`config.mk`:
```
export PLATFORM = sky130hd
export DESIGN_NAME = mux_scan_nx1_flat
export DESIGN_NICKNAME = d
export VERILOG_FILES = /design/src/rtl/mux_scan_nx1_if.sv /design/src/rtl/mux_scan_nx1.sv /design/src/flat_wrapper.sv
export SDC_FILE = /design/constraint.sdc
export NUM_CORES = 1
export LEC_CHECK = 0
export CORE_MARGIN = 2
export CORE_UTILIZATION = 42
export CTS_BUF_LIST = sky130_fd_sc_hd__clkbuf_4 sky130_fd_sc_hd__clkbuf_8
export CTS_CLUSTER_DIAMETER = 150
export DETAILED_ROUTE_END_ITERATION = 7
export GPL_ROUTABILITY_DRIVEN = 0
export GPL_TIMING_DRIVEN = 0
export HOLD_SLACK_MARGIN = 0.06
export PLACE_DENSITY = 0.87
export SYNTH_ARGS = -nofsm -noshare
export SYNTH_HDL_FRONTEND = slang
export SYNTH_SLANG_ARGS = --single-unit
```
`constraint.sdc`:
```
create_clock -name clk -period 2.9 [get_ports clk]
set_input_delay 0.29 -clock clk [delete_from_list [all_inputs] [get_ports clk]]
set_output_delay 0.29 -clock clk [all_outputs]
set_load 0.01 [all_outputs]
```
`src/rtl/mux_scan_nx1_if.sv`:
```
// Channel bus for mux_scan_nx1: packed channel data and controls in, registered selection out.
// No handshake: the consumer qualifies y with y_valid. MUX_SCAN_PARITY_EN adds y_parity.
interface mux_scan_nx1_if #(
    parameter int N_CH  = 8,
    parameter int WIDTH = 1,
    parameter int SEL_W = $clog2(N_CH)
);
    logic [N_CH*WIDTH-1:0] in;
    logic [SEL_W-1:0]      sel;
    logic                  mode;
    logic [N_CH-1:0]       en_mask;
    logic [WIDTH-1:0]      y;
    logic                  y_valid;
    logic [SEL_W-1:0]      cur_ch;
    logic                  frame_done;
`ifdef MUX_SCAN_PARITY_EN
    logic                  y_parity;

    modport master (output in, sel, mode, en_mask,
                    input  y, y_valid, cur_ch, frame_done, y_parity);
    modport slave  (input  in, sel, mode, en_mask,
                    output y, y_valid, cur_ch, frame_done, y_parity);
`else
    modport master (output in, sel, mode, en_mask,
                    input  y, y_valid, cur_ch, frame_done);
    modport slave  (input  in, sel, mode, en_mask,
                    output y, y_valid, cur_ch, frame_done);
`endif
endinterface

```
`src/rtl/mux_scan_nx1.sv`:
```
// Registered N_CH x WIDTH mux with manual select or masked round-robin scan (DWELL cycles/channel).
// Latency 1 cycle from sel/in to y. No backpressure: y updates every cycle, qualified by y_valid.
// Optional MUX_SCAN_PARITY_EN adds y_parity = ^y, registered alongside y.
module mux_scan_nx1 #(
    parameter int N_CH  = 8,
    parameter int WIDTH = 1,
    parameter int DWELL = 1,
    parameter int SEL_W = $clog2(N_CH)
) (
    input  logic          clk,
    input  logic          rst,
    mux_scan_nx1_if.slave bus
);
    localparam int               CNT_W    = (DWELL > 1) ? $clog2(DWELL) : 1;
    localparam logic [CNT_W-1:0] CNT_LAST = CNT_W'(DWELL - 1);

    typedef enum logic {IDLE, SCAN} state_t;

    state_t           state, state_nxt;
    logic [CNT_W-1:0] cnt, cnt_nxt;
    logic [SEL_W-1:0] cur_q, ch_nxt;
    logic [WIDTH-1:0] y_q, y_nxt;
    logic             vld_q, vld_nxt;
    logic             fd_q, fd_nxt;

    logic [WIDTH-1:0] chan [N_CH];
    logic [SEL_W-1:0] low_ch, up_ch;
    logic             low_ok, up_ok;

    for (genvar k = 0; k < N_CH; k++) begin : g_unpack
        assign chan[k] = bus.in[k*WIDTH +: WIDTH];
    end

    // Lowest enabled channel overall (frame start / wrap) and lowest enabled above cur_q.
    always_comb begin
        low_ch = '0;
        low_ok = 1'b0;
        up_ch  = '0;
        up_ok  = 1'b0;
        for (int k = N_CH - 1; k >= 0; k--) begin
            if (bus.en_mask[k]) begin
                low_ch = SEL_W'(k);
                low_ok = 1'b1;
                if (SEL_W'(k) > cur_q) begin
                    up_ch = SEL_W'(k);
                    up_ok = 1'b1;
                end
            end
        end
    end

    always_ff @(posedge clk or posedge rst) begin
        if (rst) state <= IDLE;
        else     state <= state_nxt;
    end

    always_comb begin
        state_nxt = bus.mode ? SCAN : IDLE;
        cnt_nxt   = '0;
        ch_nxt    = cur_q;
        vld_nxt   = 1'b0;
        fd_nxt    = 1'b0;
        if (!bus.mode) begin
            ch_nxt  = bus.sel;
            vld_nxt = (32'(bus.sel) < N_CH);
        end else if (state == IDLE || !vld_q) begin
            // Frame start, either on scan entry or after an empty mask.
            if (low_ok) ch_nxt = low_ch;
            vld_nxt = low_ok;
        end else if (cnt != CNT_LAST) begin
            cnt_nxt = cnt + 1'b1;
            vld_nxt = 1'b1;
        end else if (up_ok) begin
            ch_nxt  = up_ch;
            vld_nxt = 1'b1;
        end else if (low_ok) begin
            ch_nxt  = low_ch;
            vld_nxt = 1'b1;
            fd_nxt  = 1'b1;
        end
        y_nxt = vld_nxt ? chan[ch_nxt] : '0;
    end

    always_ff @(posedge clk or posedge rst) begin
        if (rst) begin
            cnt   <= '0;
            cur_q <= '0;
            y_q   <= '0;
            vld_q <= 1'b0;
            fd_q  <= 1'b0;
        end else begin
            cnt   <= cnt_nxt;
            cur_q <= ch_nxt;
            y_q   <= y_nxt;
            vld_q <= vld_nxt;
            fd_q  <= fd_nxt;
        end
    end

    assign bus.y          = y_q;
    assign bus.y_valid    = vld_q;
    assign bus.cur_ch     = cur_q;
    assign bus.frame_done = fd_q;

`ifdef MUX_SCAN_PARITY_EN
    logic par_q;

    always_ff @(posedge clk or posedge rst) begin
        if (rst) par_q <= 1'b0;
        else     par_q <= ^y_nxt;
    end

    assign bus.y_parity = par_q;
`endif
endmodule

```
`src/flat_wrapper.sv`:
```
// flat-port wrapper written by rule: the top's interface ports become plain ports
module mux_scan_nx1_flat 
#(
    parameter int N_CH  = 8,
    parameter int WIDTH = 1,
    parameter int DWELL = 1,
    parameter int SEL_W = $clog2(N_CH)
)
  (clk, rst, bus_in, bus_sel, bus_mode, bus_en_mask, bus_y, bus_y_valid, bus_cur_ch, bus_frame_done);
  mux_scan_nx1_if #(.N_CH(N_CH), .WIDTH(WIDTH), .SEL_W(SEL_W)) bus_i ();
  input  logic clk;
  input  logic rst;
  input wire logic [$bits(bus_i.in)-1:0] bus_in;
  input wire logic [$bits(bus_i.sel)-1:0] bus_sel;
  input wire logic [$bits(bus_i.mode)-1:0] bus_mode;
  input wire logic [$bits(bus_i.en_mask)-1:0] bus_en_mask;
  output wire logic [$bits(bus_i.y)-1:0] bus_y;
  output wire logic [$bits(bus_i.y_valid)-1:0] bus_y_valid;
  output wire logic [$bits(bus_i.cur_ch)-1:0] bus_cur_ch;
  output wire logic [$bits(bus_i.frame_done)-1:0] bus_frame_done;
  assign bus_i.in = bus_in;
  assign bus_i.sel = bus_sel;
  assign bus_i.mode = bus_mode;
  assign bus_i.en_mask = bus_en_mask;
  assign bus_y = bus_i.y;
  assign bus_y_valid = bus_i.y_valid;
  assign bus_cur_ch = bus_i.cur_ch;
  assign bus_frame_done = bus_i.frame_done;
  mux_scan_nx1 #(.N_CH(N_CH), .WIDTH(WIDTH), .DWELL(DWELL), .SEL_W(SEL_W)) u_core (.clk(clk), .rst(rst), .bus(bus_i));
endmodule
```
==> flow_metrics.env, run 1 <==
export IMPL_worstHoldPathType="in2async"
export IMPL_numCtsBuffers=3
export IMPL_start_util_pct=43.7
export IMPL_regArea_um2=175
export IMPL_wl_per_cell_um=13.8
export IMPL_die_width_um=42.9
export IMPL_relSlewSlack_pct=63.8
export IMPL_fin_cells=125
export IMPL_slowest_stage="or4_1"
export IMPL_finClkSkew_ns=0.00181
export IMPL_ios=28
export IMPL_hold_viol_final=0
export IMPL_worstSetupPathType="in2reg"
export IMPL_cts_tree="done"
export IMPL_critPathLaunchType="primary input"
export IMPL_power_density_mw_per_mm2=390
export IMPL_overflow=0
export IMPL_avgSynthCellArea_um2=8.15
export IMPL_area_delta_synth_final_pct=50.4
export IMPL_worstSetupEndpointType="flop"
export IMPL_hold_slack_ns=0.265
export IMPL_post_dp_cell_area_um2=926
export IMPL_maxSlewViolCount=0
export IMPL_post_cts_resize_count=0
export IMPL_synth_warnings=0
export IMPL_num_fill_cells=131
export IMPL_ys_flop_type="dfrtp_1"
export IMPL_max_stage_delay_ns=0.62
export IMPL_async_flop_share_pct=100
export IMPL_grt_usage_pct=19.9
export IMPL_totalWireLength_um=1730
export IMPL_drt_iter0_drc=34
export IMPL_clk_latency_ns=0.25
export IMPL_reg2reg_depth=8
export IMPL_drc=0
export IMPL_cp_max_fo=6
export IMPL_post_cts_setup_buffers=0
export IMPL_required_ns=3.02
export IMPL_ctsHoldBuffers=0
export IMPL_vias=736
export IMPL_fp_dieH_um=42.9
export IMPL_rows=14
export IMPL_synth_enable_flop_cells=0
export IMPL_p_leak_nw=0.402
export IMPL_syn_area_um2=636
export IMPL_final_cell_area_um2=956
export IMPL_seq_area_frac_synth_pct=27.6
export IMPL_multi_input_comb_area_um2=408
export IMPL_hpwlAfterDp_um=1380
export IMPL_clkTransAtPathRegs_ns=0.05
export IMPL_routed_via_density=5.89
export IMPL_layout_nets=132
export IMPL_die_area_mm2=0.00184
export IMPL_cts_root_buf="clkbuf_4"
export IMPL_maxCapViolCount=0
export IMPL_min_period_over_period_pct=86.1
export IMPL_syn_nets=100
export IMPL_core_area_mm2=0.00145
export IMPL_antenna_left=0
export IMPL_fmax_ghz=0.401
export IMPL_drt_pass1_iter_count=4
export IMPL_n_antenna_cell=0
export IMPL_critPathArrivalTime_ns=2.62
export IMPL_finalSetupTns_ns=0
export IMPL_clockBufferDepth=2
export IMPL_clock_sinks=7
export IMPL_tightest_slew_ns=0.535
export IMPL_htreeDepth=1
export IMPL_grt_max_degree=11
export IMPL_port_buffers=27
export IMPL_rsz0062_at_grt="no"
export IMPL_ys_seq_elements=7
export IMPL_grt_pass1_vias=747
export IMPL_finalPower_w=0.000373
export IMPL_antenna_found_initial=0
export IMPL_setup_viol=0
export IMPL_path_cells="clkdlybuf4s50_1, or4_1, nor2_1, o21ai_1, o221a_1, buf_6, mux2_1, o31ai_1, a211oi_1"
export IMPL_grt_pass1_wl_um=2870
export IMPL_fin_crit_ns=2.50
export IMPL_drive_above_1_share_pct=12.8
export IMPL_dp_cells=121
export IMPL_synth_cell_types=37
export IMPL_status="finished clean"
export IMPL_ir_drop_v=0.000258
export IMPL_syn_inst=78
## per-layer routing
metal | up-vias | track usage [%] | wire length (um)
met5 | - | 0 | 0
met4 | 0 | 11.9 | 58
met3 | 11 | 3.40 | 163
met2 | 47 | 37.0 | 844
met1 | 330 | 20.3 | 663
li1 | 348 | - | -
## synthesized netlist by cell type (2+ instances only)
cell type	number	share of area, %
mux2i_1	3	4.7
nor3_1	3	2.4
inv_1	6	3.5
o31ai_1	2	2.4
o311ai_1	2	2.8
buf_6	2	3.5
o21ai_1	3	2.4
nor2_1	11	6.5
dfrtp_1	7	28
a21oi_1	6	4.7
nand2_1	5	3.0
o21ai_0	3	2.4
## metrics by stage
stage	worst slack (ns)	util, %
6_report	0.404	65.7
3_3_place_gp	0.230	63.7
2_1_floorplan	0.791	-
3_5_place_dp	0.203	63.7
4_1_cts	0.428	65.7
5_1_grt	0.281	65.7
## power by group
| group | internal [W] | switching (W) |
|---|---|---|
| combinational | 0.0000887 | 0.0000719 |
| sequential | 0.000108 | 0.00000868 |
| clock | 0.0000617 | 0.0000339 |
| total | 0.000258 | 0.000114 |
## state kept, by name (all words and copies together) (netlist names)
signal,cells
u_core.bus.y_valid,1
u_core.state,1
u_core.bus.cur_ch,3
u_core.bus.y,1
u_core.bus.frame_done,1
## cells by family after synthesis
group	synth area share [%]
flip-flops	27.6
AND/OR/NAND/NOR	23.4
buffers and inverters	8.27
AO/OA/AOI/OAI	31.9
multiplexers	8.86
## worst paths after layout
path,start,to,slack [ns]
setup reg to reg,u_core.bus.cur_ch[2]$_DFF_PP0_,u_core.bus.y$_DFF_PP0_,0.57
max in group asynchronous,rst,u_core.bus.cur_ch[0]$_DFF_PP0_,2.43
min in group clk,u_core.state$_DFF_PP0_,u_core.bus.frame_done$_DFF_PP0_,0.59
hold reg to reg,u_core.state$_DFF_PP0_,u_core.bus.frame_done$_DFF_PP0_,0.59
hold / removal,rst,u_core.bus.y$_DFF_PP0_,0.26
setup / recovery,bus_en_mask[4],u_core.bus.y$_DFF_PP0_,0.40
## worst max-delay path, delay by kind of cell
family | cells | cell delay (ns)
and+or+nand+nor | 2 | 0.74
buffers and inverters | 2 | 0.66
AOI/OAI and AO/OA | 4 | 0.61
muxes | 1 | 0.30
## layout by cell type (no fill, tap or decap), drive strengths merged
master	Yosys	layout
o31a	1	1
nand2	5	5
or2b	1	1
dfrtp	7	7
o22ai	1	1
a221o	1	1
nand2b	1	1
a21boi	3	3
and3	1	1
inv	6	6
o31ai	2	2
nand3	1	1
clkdlybuf4s50	0	27
nor2b	1	1
a31oi	1	1
clkbuf	0	4
nor2	11	11
o311ai	3	3
a21oi	6	6
or4	1	1
mux2i	3	3
and2	1	1
nor3	3	3
and2b	2	2
a21o	1	1
o21ai	6	6
a211oi	1	1
o221a	2	2
mux2	2	2
and4b	1	1
buf	3	3
## layout make-up
class	instances	area share [%]
Sequential cell	7	18.3
Multi-Input combinational cell	62	42.7
Tap cell	16	2.09
Timing Repair Buffer	27	28.3
Inverter	6	2.36
Buffer	3	3.14
Clock buffer	4	3.14
(Power assumes the default switching activity.)
==> run 2, diff against run 1 <==
--- a/config.mk
+++ b/config.mk
@@ -6,14 +6,14 @@
 export NUM_CORES = 1
 export LEC_CHECK = 0
 export CORE_MARGIN = 2
-export CORE_UTILIZATION = 42
+export CORE_UTILIZATION = 46
 export CTS_BUF_LIST = sky130_fd_sc_hd__clkbuf_4 sky130_fd_sc_hd__clkbuf_8
 export CTS_CLUSTER_DIAMETER = 150
 export DETAILED_ROUTE_END_ITERATION = 7
 export GPL_ROUTABILITY_DRIVEN = 0
 export GPL_TIMING_DRIVEN = 0
 export HOLD_SLACK_MARGIN = 0.06
-export PLACE_DENSITY = 0.87
+export PLACE_DENSITY = 0.94
 export SYNTH_ARGS = -nofsm -noshare
 export SYNTH_HDL_FRONTEND = slang
 export SYNTH_SLANG_ARGS = --single-unit
==> constraint.sdc (replaced) <==
create_clock -name clk -period 3.2 [get_ports clk]
set_input_delay 0.32 -clock clk [delete_from_list [all_inputs] [get_ports clk]]
set_output_delay 0.32 -clock clk [all_outputs]
set_load 0.01 [all_outputs]
==> run 2 against run 1 <==
Against the previous run:
- via count is 3.0% lower
- setup slack better by 0.31 ns
- sequential power is 11% lower
- clock-buffer cell count is 1 lower
- combinational power is 9.9% lower
- final area is 0.39% lower
- sequential cell count stayed put
- first-iteration DRC count is 32% lower
- global-route usage is 2.8 points higher
- clock skew is 0.00081 ns lower
- critical path type unchanged
- critical endpoint unchanged
- largest cell class unchanged
- highest routed layer unchanged
==> flow_metrics.env, run 2 (synthesis gave the netlist of run 1 again) <==
export IMPL_status="finished clean"
export IMPL_p_sw_share_pct=32.7
export IMPL_clockBufferDepth=2
export IMPL_path_cells="clkdlybuf4s50_1, or2b_2, o311ai_1, o311ai_1, a21o_1, o31a_1, mux2_4, a211oi_1"
export IMPL_max_stage_delay_ns=0.53
export IMPL_met3_length_um=63
export IMPL_die_area_mm2=0.00169
export IMPL_grt_max_degree=11
export IMPL_setup_viol=0
export IMPL_hold_viol_final=0
export IMPL_largest_reg_flops=3
export IMPL_finalPower_w=0.000332
export IMPL_clk_latency_ns=0.26
export IMPL_cts_tree="done"
export IMPL_die_width_um=41.2
export IMPL_power_density_mw_per_mm2=349
export IMPL_core_area_mm2=0.00130
export IMPL_overflow=0
export IMPL_drt_pass1_iter_count=4
export IMPL_m1WireLength_um=793
export IMPL_min_period_over_period_pct=77.6
export IMPL_hpwlAfterDp_um=1380
export IMPL_worstSetupPathType="in2reg"
export IMPL_finClkSkew_ns=0.00101
export IMPL_required_ns=3.36
export IMPL_antenna_left=0
export IMPL_fin_crit_ns=2.48
export IMPL_drive_above_1_share_pct=12.8
export IMPL_grt_usage_pct=22.7
export IMPL_p_switching_w=0.000108
export IMPL_tightest_slew_ns=0.536
export IMPL_cts_root_buf="clkbuf_4"
export IMPL_rows=13
export IMPL_layout_nets=132
export IMPL_maxCapViolCount=0
export IMPL_port_buffers=27
export IMPL_final_common_cell="clkdlybuf4s50_1"
export IMPL_fin_cells=124
export IMPL_relSlewSlack_pct=63.7
export IMPL_fmax_ghz=0.403
export IMPL_numCtsBuffers=3
export IMPL_routed_via_density=5.76
export IMPL_dp_cells=120
export IMPL_fp_dieH_um=41.2
export IMPL_start_util_pct=48.8
export IMPL_vias=714
export IMPL_timing_final_ws_setup_ns=0.718
export IMPL_maxSlewViolCount=0
export IMPL_p_clk_share_pct=24.8
export IMPL_dr_wl_met2_um=836
export IMPL_rsz0062_at_grt="no"
export IMPL_ctsHoldBuffers=0
export IMPL_cp_max_fo=7
export IMPL_clkTransAtPathRegs_ns=0.06
export IMPL_top_layer_used="met4"
export IMPL_slowest_stage="clkdlybuf4s50_1"
export IMPL_grt_pass1_wl_um=2460
export IMPL_finalSetupTns_ns=0
export IMPL_area_delta_synth_final_pct=49.8
export IMPL_drt_iter0_drc=23
export IMPL_htreeDepth=1
export IMPL_post_cts_setup_buffers=0
export IMPL_p_seq_share_pct=31.5
export IMPL_ir_drop_v=0.000302
export IMPL_preCtsSetupSlack_ns=0.475
export IMPL_worstHoldPathType="in2async"
export IMPL_critPathArrivalTime_ns=2.64
export IMPL_ios=28
export IMPL_critPathLaunchType="primary input"
export IMPL_antenna_found_initial=0
export IMPL_path_common_cell="o311ai_1"
export IMPL_p_int_w=0.000224
export IMPL_drc=0
export IMPL_clock_sinks=7
export IMPL_final_cell_mix="clkdlybuf4s50_1, nor2_1, dfrtp_1, inv_1, a21oi_1"
export IMPL_p_leak_nw=0.401
export IMPL_combPwrFrac_pct=43.8
export IMPL_wl_per_cell_um=13.9
export IMPL_worstSetupEndpointType="flop"
export IMPL_post_cts_resize_count=0
export IMPL_grt_pass1_vias=555
export IMPL_n_antenna_cell=0
export IMPL_totalWireLength_um=1720
-- run 2: changes by cell type in the layout (fill, tap and decap cells not counted), sizes merged --
| cell | change |
|---|---|
| clkbuf | -1 |
| clkinv | +1 |
-- run 2: final timing paths --
| path | startpoint | end | slack (ns) | cells past startpoint |
|---|---|---|---|---|
| hold reg to reg | u_core.state$_DFF_PP0_ | u_core.bus.frame_done$_DFF_PP0_ | 0.58 | 2 |
| max in group asynchronous | rst | u_core.bus.cur_ch[0]$_DFF_PP0_ | 2.68 | 2 |
| setup / recovery | bus_en_mask[5] | u_core.bus.y$_DFF_PP0_ | 0.72 | 8 |
| hold / removal | rst | u_core.state$_DFF_PP0_ | 0.31 | 2 |
| min in group clk | u_core.state$_DFF_PP0_ | u_core.bus.frame_done$_DFF_PP0_ | 0.58 | 2 |
| setup reg to reg | u_core.bus.cur_ch[2]$_DFF_PP0_ | u_core.bus.y$_DFF_PP0_ | 0.86 | 7 |
-- run 2: final cells by class --
| cell class | count | area [um2] |
|---|---|---|
| buffer | 3 | 30.0 |
| clock buffer | 3 | 22.5 |
| clock inverter | 1 | 5.00 |
| fill | 97 | 349 |
| inverter | 6 | 22.5 |
| multi-input combinational | 62 | 408 |
| sequential | 7 | 175 |
| tap | 15 | 18.8 |
| timing repair buffer | 27 | 270 |
-- run 2: worst max-delay path: cells and delay by family --
kind                   cells  cell delay [ns]
multiplexers               1             0.31
AND/OR/NAND/NOR            1             0.33
AO/OA/AOI/OAI              5             1.16
buffers and inverters      1             0.53
-- run 2: per-layer routing --
metal / vias up / GRT usage, %
met5: - / 0
met4: 0 / 9.68
met3: 5 / 1.63
met2: 25 / 36.3
met1: 325 / 31.0
li1: 359 / -
-- run 2: power by group through the flow --
| stage | Clock [W] | Combinational (W) | Sequential (W) |
|---|---|---|---|
| final | 0.0000824 | 0.000145 | 0.000104 |
| after global routing | 0.0000896 | 0.000156 | 0.000105 |
| after CTS | 0.0000839 | 0.000144 | 0.000104 |
| after detailed placement | 0 | 0.000144 | 0.000106 |
| after global placement | 0 | 0.000140 | 0.000106 |
| after floorplan | 0 | 0.0000768 | 0.000109 |
-- run 2: through the flow --
step / hold slack [ns] / util [%] / area (um2)
detailed placement: 0.564 / 71.1 / 925
global placement: 0.554 / 71.1 / 925
CTS: 0.315 / 73.2 / 952
global route: 0.347 / 73.2 / 952
finish: 0.310 / 73.2 / 952
floorplan: 0.123 / - / 636
==> run 3, diff against run 2 <==
--- a/config.mk
+++ b/config.mk
@@ -6,14 +6,14 @@
 export NUM_CORES = 1
 export LEC_CHECK = 0
 export CORE_MARGIN = 2
-export CORE_UTILIZATION = 46
+export CORE_UTILIZATION = 38
 export CTS_BUF_LIST = sky130_fd_sc_hd__clkbuf_4 sky130_fd_sc_hd__clkbuf_8
 export CTS_CLUSTER_DIAMETER = 150
 export DETAILED_ROUTE_END_ITERATION = 7
 export GPL_ROUTABILITY_DRIVEN = 0
 export GPL_TIMING_DRIVEN = 0
 export HOLD_SLACK_MARGIN = 0.06
-export PLACE_DENSITY = 0.94
+export PLACE_DENSITY = 0.84
 export SYNTH_ARGS = -nofsm -noshare
 export SYNTH_HDL_FRONTEND = slang
 export SYNTH_SLANG_ARGS = --single-unit
==> constraint.sdc (replaced) <==
create_clock -name clk -period 2.2 [get_ports clk]
set_input_delay 0.22 -clock clk [delete_from_list [all_inputs] [get_ports clk]]
set_output_delay 0.22 -clock clk [all_outputs]
set_load 0.01 [all_outputs]
==> run 3 against run 2 <==
Against the previous run:
- the run now ends with setup timing left
- first-iteration DRC count is 13% lower
- clock-buffer cell count is 1 higher
- global-route usage is 2.9 points lower
- critical path depth is 1 higher
==> flow_metrics.env, run 3 (synthesis gave the netlist of run 1 again) <==
export IMPL_status="finished with violations"
export IMPL_failed_checks="setup timing"
export IMPL_ir_drop_v=0.000358
export IMPL_dp_cells=121
export IMPL_layout_nets=141
export IMPL_grt_pass1_wl_um=2950
export IMPL_cp_max_fo=3
export IMPL_grt_usage_pct=19.8
export IMPL_tightest_slew_ns=0.450
export IMPL_drt_iter0_drc=20
export IMPL_fin_cells=134
export IMPL_fin_crit_ns=2.21
export IMPL_ios=28
export IMPL_grt_pass1_vias=737
export IMPL_p_leak_nw=0.463
export IMPL_die_width_um=44.9
export IMPL_r2r_end="u_core.bus.y$_DFF_PP0_"
export IMPL_worstSetupPathType="in2reg"
export IMPL_hold_viol_final=0
export IMPL_endpoint="u_core.bus.y$_DFF_PP0_"
export IMPL_clock_sinks=7
export IMPL_dr_wl_met2_um=987
export IMPL_worstSetupEndpointType="flop"
export IMPL_antenna_found_initial=0
export IMPL_timing_final_ws_setup_ns=-0.00931
export IMPL_regArea_um2=176
export IMPL_rsz0062_at_grt="yes"
export IMPL_clockBufferDepth=2
export IMPL_wl_per_cell_um=14.5
export IMPL_htreeDepth=1
export IMPL_fp_dieH_um=44.9
export IMPL_power_density_mw_per_mm2=509
export IMPL_maxCapViolCount=0
export IMPL_hpwlAfterDp_um=1300
export IMPL_cts_root_buf="clkbuf_4"
export IMPL_final_cell_mix="clkdlybuf4s50_1, nor2_1, buf_4"
export IMPL_critPathLaunchType="primary input"
export IMPL_min_period_over_period_pct=100
export IMPL_drc=0
export IMPL_grt_max_degree=11
export IMPL_ctsHoldBuffers=0
export IMPL_reg2reg_slack_ns=-0.009
export IMPL_drive_above_1_share_pct=26.3
export IMPL_cts_tree="done"
export IMPL_top_layer_used="met4"
export IMPL_timing_rr_start="u_core.bus.cur_ch[1]$_DFF_PP0_"
export IMPL_setup_worst_path_start="bus_en_mask[3]"
export IMPL_relSlewSlack_pct=69.6
export IMPL_clk_latency_ns=0.25
export IMPL_critPathArrivalTime_ns=2.37
export IMPL_finalSetupTns_ns=-0.00931
export IMPL_area_delta_synth_final_pct=67.7
export IMPL_num_fill_cells=133
export IMPL_largest_reg_flops=3
export IMPL_maxSlewViolCount=0
export IMPL_fmax_ghz=0.453
export IMPL_routed_via_density=5.69
export IMPL_met3_length_um=140
export IMPL_required_ns=2.36
export IMPL_reg2reg_depth=9
export IMPL_port_buffers=27
export IMPL_worstHoldPathType="in2async"
export IMPL_die_area_mm2=0.00202
export IMPL_rows=14
export IMPL_finClkSkew_ns=0.00597
export IMPL_numCtsBuffers=3
export IMPL_multi_input_comb_area_um2=450
export IMPL_totalWireLength_um=1950
export IMPL_n_antenna_cell=0
export IMPL_drt_pass1_iter_count=4
export IMPL_vias=762
export IMPL_start_util_pct=41.2
export IMPL_setup_viol=1
export IMPL_clkTransAtPathRegs_ns=0.05
export IMPL_final_common_cell="clkdlybuf4s50_1"
export IMPL_core_area_mm2=0.00154
export IMPL_m1WireLength_um=805
export IMPL_antenna_left=0
export IMPL_overflow=0
[run 3: cell count changes in the layout (fill, tap and decap cells not counted), sizes merged]
cell,delta
buf,+9
clkinv,-1
dlygate4sd2,+4
clkdlybuf4s50,-4
clkbuf,+1
[run 3: layout make-up]
class | count | area share, %
buffer | 3 | 3.17
inverter | 6 | 2.11
sequential | 7 | 16.5
multi-input combinational | 62 | 42.3
clock buffer | 4 | 2.82
tap | 16 | 1.88
timing repair buffer | 36 | 31.2
[run 3: what timing repair did]
action | 4_1_cts | 5_1_grt
gates resized for setup | 8 | 7
buffers inserted | 3 | 6
endpoints found under the setup margin | 1 | 1
pin swaps | 2 | 6
[run 3: metrics by stage]
step | setup slack [ns] | instance area [um2] | total power, W | hold slack [ns] | util [%]
global placement | -0.414 | 926 | 0.000359 | 0.459 | 60.1
detailed placement | -0.452 | 926 | 0.000361 | 0.464 | 60.1
floorplan | 0.0907 | 636 | 0.000271 | 0.0234 | -
CTS | 0.0250 | 997 | 0.000507 | 0.194 | 64.7
global route | -0.120 | 1070 | 0.000571 | 0.209 | 69.2
finish | -0.00931 | 1070 | 0.000543 | 0.192 | 69.2
[run 3: critical path, stage by stage]
cell and delay (ns):
clkdlybuf4s50_1 0.45, a21boi_4 0.17, o311ai_2 0.28, o311ai_2 0.17
buf_4 0.16, a31oi_1 0.17, o31a_1 0.23, mux2_4 0.32
a211oi_2 0.19
[run 3: worst min path at each step]
| stage | start | endpoint | slack, ns | cells after the start |
|---|---|---|---|---|
| 2_1_floorplan | rst | u_core.bus.cur_ch[0]$_DFF_PP0_ | 0.02 | 1 |
| 3_3_place_gp | rst | u_core.bus.cur_ch[1]$_DFF_PP0_ | 0.46 | 2 |
| 3_5_place_dp | rst | u_core.bus.cur_ch[1]$_DFF_PP0_ | 0.46 | 2 |
| 4_1_cts | rst | u_core.bus.cur_ch[1]$_DFF_PP0_ | 0.19 | 2 |
| 5_1_grt | rst | u_core.bus.cur_ch[1]$_DFF_PP0_ | 0.21 | 2 |
| 6_report | rst | u_core.bus.cur_ch[1]$_DFF_PP0_ | 0.19 | 2 |
[run 3: routing by layer]
metal,vias to the layer above,track usage [%]
met2,40,35.9
li1,370,-
met4,0,10.6
met1,350,22.3
met3,2,2.40
met5,-,0
[run 3: power by group]
part / internal, W / switching [W]
logic: 0.000148 / 0.000114
clock network: 0.0000813 / 0.0000443
registers: 0.000143 / 0.0000132
